--- src/rtl/step_pkg.sv ---
// step_ctrl shared encodings: CPU run modes and debounce FSM states.
// Optional build macro for the enable counter: STEP_CNT_EN.
package step_pkg;

  localparam logic [1:0] MODE_HALT = 2'b00;
  localparam logic [1:0] MODE_RUN  = 2'b01;
  localparam logic [1:0] MODE_STEP = 2'b10;

  typedef enum logic [1:0] {
    DB_IDLE  = 2'b00,
    DB_PRESS = 2'b01,
    DB_HELD  = 2'b10,
    DB_REL   = 2'b11
  } db_state_t;

endpackage

--- src/rtl/btn_debounce.sv ---
// Step button synchronizer and debounce FSM.
// Emits one step_pulse per accepted press.
module btn_debounce
  import step_pkg::*;
#(
  parameter int DEBOUNCE_CYCLES = 20
) (
  input  logic      clk_in,
  input  logic      rst,
  input  logic      btn_step,
  output logic      step_pulse,
  output db_state_t db_state
);

  localparam int DW =
    (DEBOUNCE_CYCLES > 1) ? $clog2(DEBOUNCE_CYCLES) : 1;
  localparam logic [DW-1:0] DLAST =
    DW'(DEBOUNCE_CYCLES - 1);

  logic          btn_s1, btn_s2;
  db_state_t     state_q, state_d;
  logic [DW-1:0] dcnt_q, dcnt_d;

  always_ff @(posedge clk_in or negedge rst) begin
    if (!rst) begin
      btn_s1  <= 1'b0;
      btn_s2  <= 1'b0;
      state_q <= DB_IDLE;
      dcnt_q  <= '0;
    end else begin
      btn_s1  <= btn_step;
      btn_s2  <= btn_s1;
      state_q <= state_d;
      dcnt_q  <= dcnt_d;
    end
  end

  always_comb begin
    state_d    = state_q;
    dcnt_d     = dcnt_q;
    step_pulse = 1'b0;
    unique case (state_q)
      DB_IDLE: begin
        if (btn_s2) begin
          state_d = DB_PRESS;
          dcnt_d  = '0;
        end
      end
      DB_PRESS: begin
        if (!btn_s2) begin
          state_d = DB_IDLE;
        end else if (dcnt_q == DLAST) begin
          state_d    = DB_HELD;
          step_pulse = 1'b1;
        end else begin
          dcnt_d = dcnt_q + DW'(1);
        end
      end
      DB_HELD: begin
        if (!btn_s2) begin
          state_d = DB_REL;
          dcnt_d  = '0;
        end
      end
      DB_REL: begin
        if (btn_s2) begin
          state_d = DB_HELD;
        end else if (dcnt_q == DLAST) begin
          state_d = DB_IDLE;
        end else begin
          dcnt_d = dcnt_q + DW'(1);
        end
      end
      default: state_d = DB_IDLE;
    endcase
  end

  assign db_state = state_q;

endmodule

--- src/rtl/step_ctrl.sv ---
// CPU clock-enable generator: RUN ticks, debounced STEP, HALT.
// Define STEP_CNT_EN to build the en_cnt pulse counter.
module step_ctrl
  import step_pkg::*;
#(
  parameter int DEBOUNCE_CYCLES = 20,
  parameter int CNT_W           = 32
) (
  input  logic             clk_in,
  input  logic             rst,
  input  logic             tick_in,
  input  logic             btn_step,
  input  logic [1:0]       mode,
  output logic             cpu_en,
  output logic [CNT_W-1:0] en_cnt,
  output logic [1:0]       dbg_state
);

  logic       tick_s1, tick_s2, tick_prev;
  logic [1:0] mode_s1, mode_s2;
  logic       tick_rise, step_pulse, en_d;
  db_state_t  db_state;

  btn_debounce #(
    .DEBOUNCE_CYCLES(DEBOUNCE_CYCLES)
  ) u_db (
    .clk_in    (clk_in),
    .rst       (rst),
    .btn_step  (btn_step),
    .step_pulse(step_pulse),
    .db_state  (db_state)
  );

  always_ff @(posedge clk_in or negedge rst) begin
    if (!rst) begin
      tick_s1   <= 1'b0;
      tick_s2   <= 1'b0;
      tick_prev <= 1'b0;
      mode_s1   <= MODE_HALT;
      mode_s2   <= MODE_HALT;
      cpu_en    <= 1'b0;
    end else begin
      tick_s1   <= tick_in;
      tick_s2   <= tick_s1;
      tick_prev <= tick_s2;
      mode_s1   <= mode;
      mode_s2   <= mode_s1;
      cpu_en    <= en_d;
    end
  end

  assign tick_rise = tick_s2 & ~tick_prev;

  // A RUN->STEP switch could line up a tick and a step
  // pulse back to back; the ~cpu_en term keeps them apart.
  always_comb begin
    en_d = 1'b0;
    unique case (mode_s2)
      MODE_RUN:  en_d = tick_rise;
      MODE_STEP: en_d = step_pulse;
      default:   en_d = 1'b0;
    endcase
    en_d = en_d & ~cpu_en;
  end

`ifdef STEP_CNT_EN
  always_ff @(posedge clk_in or negedge rst) begin
    if (!rst) begin
      en_cnt <= '0;
    end else if (cpu_en) begin
      en_cnt <= en_cnt + CNT_W'(1);
    end
  end
`else
  assign en_cnt = '0;
`endif

  assign dbg_state = db_state;

endmodule

--- config.mk ---
export PLATFORM = sky130hd
export DESIGN_NAME = step_ctrl
export DESIGN_NICKNAME = d
export VERILOG_FILES = /design/src/rtl/step_pkg.sv /design/src/rtl/btn_debounce.sv /design/src/rtl/step_ctrl.sv
export SDC_FILE = /design/constraint.sdc
export NUM_CORES = 1
export LEC_CHECK = 0
export BUFFER_PORTS_ARGS = -buffer_cell sky130_fd_sc_hd__buf_2
export CAP_MARGIN = 40
export CORE_MARGIN = 1.5
export CORE_UTILIZATION = 30
export DETAILED_ROUTE_END_ITERATION = 10
export PLACE_DENSITY = 0.6
export SLEW_MARGIN = 20
export SYNTH_ARGS = -nofsm -noshare
export SYNTH_HDL_FRONTEND = slang
export SYNTH_SLANG_ARGS = --single-unit
--- constraint.sdc ---
create_clock -name clk_in -period 3.7 [get_ports clk_in]
set_input_delay 0.74 -clock clk_in [delete_from_list [all_inputs] [get_ports clk_in]]
set_output_delay 0.74 -clock clk_in [all_outputs]
set_load 0.02 [all_outputs]
Yosys cells after proc, flatten, opt, wreduce, memory -nomap -nowiden
Index checks and enable logic that the tools add are counted.
Cells by class
  add/sub/neg operators: 1
  equality and inequality tests: 12
  muxes and demuxes: 17
  bitwise gates (word level): 4
  reduce and logical (&&, ||, !) cells: 3
Operators by type and width (count)
  2-to-1 mux 5 bit: 5
  case mux 5 bit (4 select lines): 1
  2-to-1 mux 2 bit: 6
  case mux 2 bit (4 select lines): 1
  AND reduction 4 bit: 2
  == test 2 bit, second input constant: 3
  adder 5 x 1 -> 5 bit, second input constant: 1
  == test 5 bit, second input constant: 1
  == test 2 x 1 -> 1 bit, second input constant: 2
  != test 2 x 1 -> 1 bit, second input constant: 2
  != test 2 bit, second input constant: 2
  2-to-1 mux 1 bit: 3
  != test 3 x 1 -> 1 bit, second input constant: 1
  != test 3 bit, second input constant: 1
  AND 1 bit: 2
  logical NOT 2 bit: 1
  inverter 1 bit: 2
  case mux 1 bit (2 select lines): 1
Word-level totals
  flip-flop bits (word level): 17
  input port bits: 6

Logic depth before layout (Yosys ltp)
  depth after elaboration: 6
  mapped depth: 5

By module
Synthesis repeated with hierarchy kept, for this count alone.
Second synthesis, totals
  cell total of the unflattened synthesis: 84
  area, all modules: 922.1 um^2
By module, submodules not included
  step_ctrl: instances 1, cells each 48, area each 513.0 um^2, sequential area each 200.2 um^2
  btn_debounce: instances 1, cells each 36, area each 409.1 um^2, sequential area each 225.2 um^2

Worst setup path after synthesis
Ideal clock, no wire load.
  kind: register to register
  start point: reg u_db.dcnt_q[0]
  end point: reg u_db.dcnt_q[1]
  setup time: 87 ps
  data arrival time: 1314 ps
  data required time: 3613 ps
  path slack: 2299 ps
  stages on the path, launching flop included: 5
  cells stage by stage: dfrtp_1 -> ha_1 -> and4bb_2 -> or2_2 -> o211ai_1
Between the ends
  longest elaborated chain between the ends: 4
RTL lines
  start: declaration: line btn_debounce.sv:22  | logic [DW-1:0] dcnt_q, dcnt_d;
  start signal: assignment: line btn_debounce.sv:34  | dcnt_q <= dcnt_d;
  adder 5 x 1 -> 5 bit or == test 5 bit (tied branches)
  2-to-1 mux 5 bit (*): line btn_debounce.sv:52, btn_debounce.sv:68
  2-to-1 mux 5 bit, on equally long branches: line btn_debounce.sv:66, btn_debounce.sv:50
  case mux 5 bit (4 select lines) (*): line btn_debounce.sv:42  | unique case (state_q)
Mark *: on every way between the ends. The rest lies on a longest branch, timed or not. The select of a mux whose other input is x is not followed.
A chain may end at the register's enable or synchronous reset.

Final worst setup path
  start point: reg u_db.state_q[0], in the netlist u_db.db_state[0]
  end point: out dbg_state[0]
RTL lines
  start: declaration: line btn_debounce.sv:21  | db_state_t state_q, state_d;
  start signal: assignment: line btn_debounce.sv:33  | state_q <= state_d;
  end: declaration: line step_ctrl.sv:16  | output logic [1:0] dbg_state
No word-level cell between the ends.

==> results.json <==
{
  "cp-startpoint": "u_db.db_state[0]",
  "fin_crit_ps": 1800,
  "critPathSlowestCell": "dfrtp_1",
  "reg2reg_to": "u_db.dcnt_q[2]",
  "final-seq-area_um2": 425,
  "start_kind": "flip-flop",
  "cts_resized": 0,
  "fin_crit_sh_pct": 48.6,
  "slowest_delay_ps": 540,
  "first_iter_violations": 18,
  "cts-root-buf": "clkbuf_4",
  "multiInputGateArea_um2": 345,
  "finalSetupViolations": 0,
  "crit_family": "flip-flops",
  "netlist_top_cells_area": "dfrtp_1, buf_4, ha_1, nand3_1, nand2_1",
  "overflow": 0,
  "stdcell_area_um2": 891,
  "core_area_mm2": 0.00281,
  "criticalPathCategory": "flip-flop to output port",
  "path_buf_inv": 1,
  "wl_per_cell_um": 8.55,
  "synthToLayoutAreaGrowth_pct": -2.06,
  "maxSlewViolCount": 0,
  "clk_pin_slew_worst_paths_ps": 100,
  "row_count": 19,
  "first_pass_iters": 9,
  "drive_above_1_share_pct": 15.3,
  "path_depth": 1,
  "ys_warn_count": 0,
  "post-dp-hpwl_um": 857,
  "grt_first_pass_wirelength_um": 1970,
  "synth-compound-area-share_pct": 3.71,
  "final_cell_mix": "conb_1, dfrtp_1, nand2_1, buf_2, nand3_1",
  "syn-instance-count": 88,
  "slew_headroom_pct": 64.3,
  "maxCapViolCount": 0,
  "synth-simple-area-share_pct": 14.7,
  "die-area_mm2": 0.00337,
  "r2r_start": "u_db.dcnt_q[1]",
  "wirelength_um": 1100,
  "first_global_vias": 454,
  "synth_area_um2": 910,
  "drc": 5,
  "path_max_fanout": 12,
  "viasPerCell": 3.93,
  "synth_top_family_by_area": "buffers and inverters",
  "fillers": 284,
  "cts_inserted_buffers": 3,
  "synth_top_area_cell": "dfrtp_1",
  "power_density_mw_per_mm2": 401,
  "fin_hold_ws_ps": 352,
  "htree_num_levels": 1,
  "power_leakage_nw": 0.459,
  "status": "finished, violations left",
  "cts_hold_buf": 0,
  "yosysSeqAreaShare_pct": 46.8,
  "die_h_um": 58.1,
  "postLayoutCoreUtil_pct": 31.8,
  "grt_usage_pct": 7.53,
  "ys_ff_latch": 17,
  "dieWidth_um": 58.1,
  "critPathRequiredTime_ps": 2960,
  "gp_congestion": 0.757,
  "path_cells": "buf_2",
  "hold_viol_final": 0,
  "violations": "design-rule violations",
  "synth_xor_area_share_pct": 0.963,
  "rsz0062_at_grt": "false",
  "crit_arrival_ps": 1060,
  "mostFrequentLayoutCell": "conb_1",
  "place_area_um2": 861,
  "r2r_cells": 4,
  "finalNetCount": 108,
  "antenna_found_initial": 0,
  "initial_core_util_pct": 32.4,
  "worstMarginPinSlew_ps": 531,
  "hold_class": "input port to asynchronous set/reset pin",
  "irDropWorstVdd_mv": 0.164,
  "cts.path.max_buffers": 2,
  "tritoncts": "built",
  "ant_nets": 0,
  "cts_sinks": 17,
  "vias": 507,
  "end_kind": "output port",
  "fmax_mhz": 556,
  "skew_ps": 1.29,
  "insertion_delay_ps": 280,
  "antennaDiodeCount": 0,
  "syn_avg_cell_area_um2": 10.3,
  "synthMuxAreaShare_pct": 1.24,
  "post-cts-setup-buffer-count": 0,
  "crit_end": "dbg_state[0]",
  "io_pins": 41,
  "synth_fa_ha_area_share_pct": 4.13,
  "io_buffers": 8,
  "synth.top_cell.area_share_pct": 46.8,
  "rrSetupSlack_ps": 2200,
  "ys_types": 21,
  "fin_tns_setup_ps": 0,
  "grt_max_degree": 18
}
-- power breakdown --
group	internal [mW]	switching, mW
registers	0.196	0.00861
logic	0.0103	0.0418
clock network	0.0410	0.0590
total	0.247	0.109
-- stage by stage --
stage          std cells  total power [mW]  setup WS [ps]
6_report             129             0.357           1900
4_1_cts              129             0.361           1900
5_1_grt              129             0.379           1840
3_3_place_gp         125             0.259           2240
3_5_place_dp         125             0.260           2230
2_1_floorplan        119             0.275           2300
-- synth_stat cells (all sizes together) --
master and instances:
nor2b 1, nand3 7, inv 3, nand3b 1, xnor2 1, conb 1
clkbuf 1, and4bb 1, nand2 8, mux2 1, or2 1, nor4b 1
o211ai 1, or4 1, a21oi 1, o21ai 3, o22ai 1, dfrtp 17
ha 3, buf 32, or4b 2
-- registers in the layout (all words and copies together) (netlist names), named ones only --
signal,flops
u_db.dcnt_q,5
mode_s1,2
mode_s2,2
cpu_en,1
tick_prev,1
tick_s1,1
tick_s2,1
u_db.btn_s1,1
u_db.btn_s2,1
u_db.db_state,1
-- cell type report --
cell class,instances,share of cell area (%)
inverter,3,1.26
multi-input combinational,66,38.8
sequential,17,47.8
clock buffer,3,2.53
tap,31,4.35
clock inverter,1,0.843
timing repair buffer,8,4.49
-- routing by layer --
metal / track usage, % / part of all wire (%) / vias up / routed length, um
li1: - / - / 243 / -
met1: 9.45 / 45 / 231 / 498
met2: 12.3 / 47 / 33 / 517
met3: 2.01 / 7.9 / 0 / 87
met4: 2.99 / 0 / 0 / 0
met5: 0 / 0 / - / 0
-- cell families (layout without fill, tap and decap cells) --
| kind of cell | after synthesis | after routing |
|---|---|---|
| other cells | 1 | 32 |
| flops | 17 | 17 |
| compound gates | 6 | 6 |
| mux | 1 | 1 |
| fa+ha+maj | 3 | 3 |
| buf+inv | 36 | 15 |
| simple gates | 23 | 23 |
| xor+xnor | 1 | 1 |
-- how the worst min path moves through the flow --
| stage | depth (start not counted) | to |
|---|---|---|
| 2_1_floorplan | 0 | mode_s2[0] |
| 3_3_place_gp | 0 | tick_s2 |
| 3_5_place_dp | 0 | mode_s2[0] |
| 4_1_cts | 1 | mode_s1[0] |
| 5_1_grt | 1 | mode_s2[0] |
| 6_report | 1 | mode_s2[0] |
(Power assumes the default switching activity.)
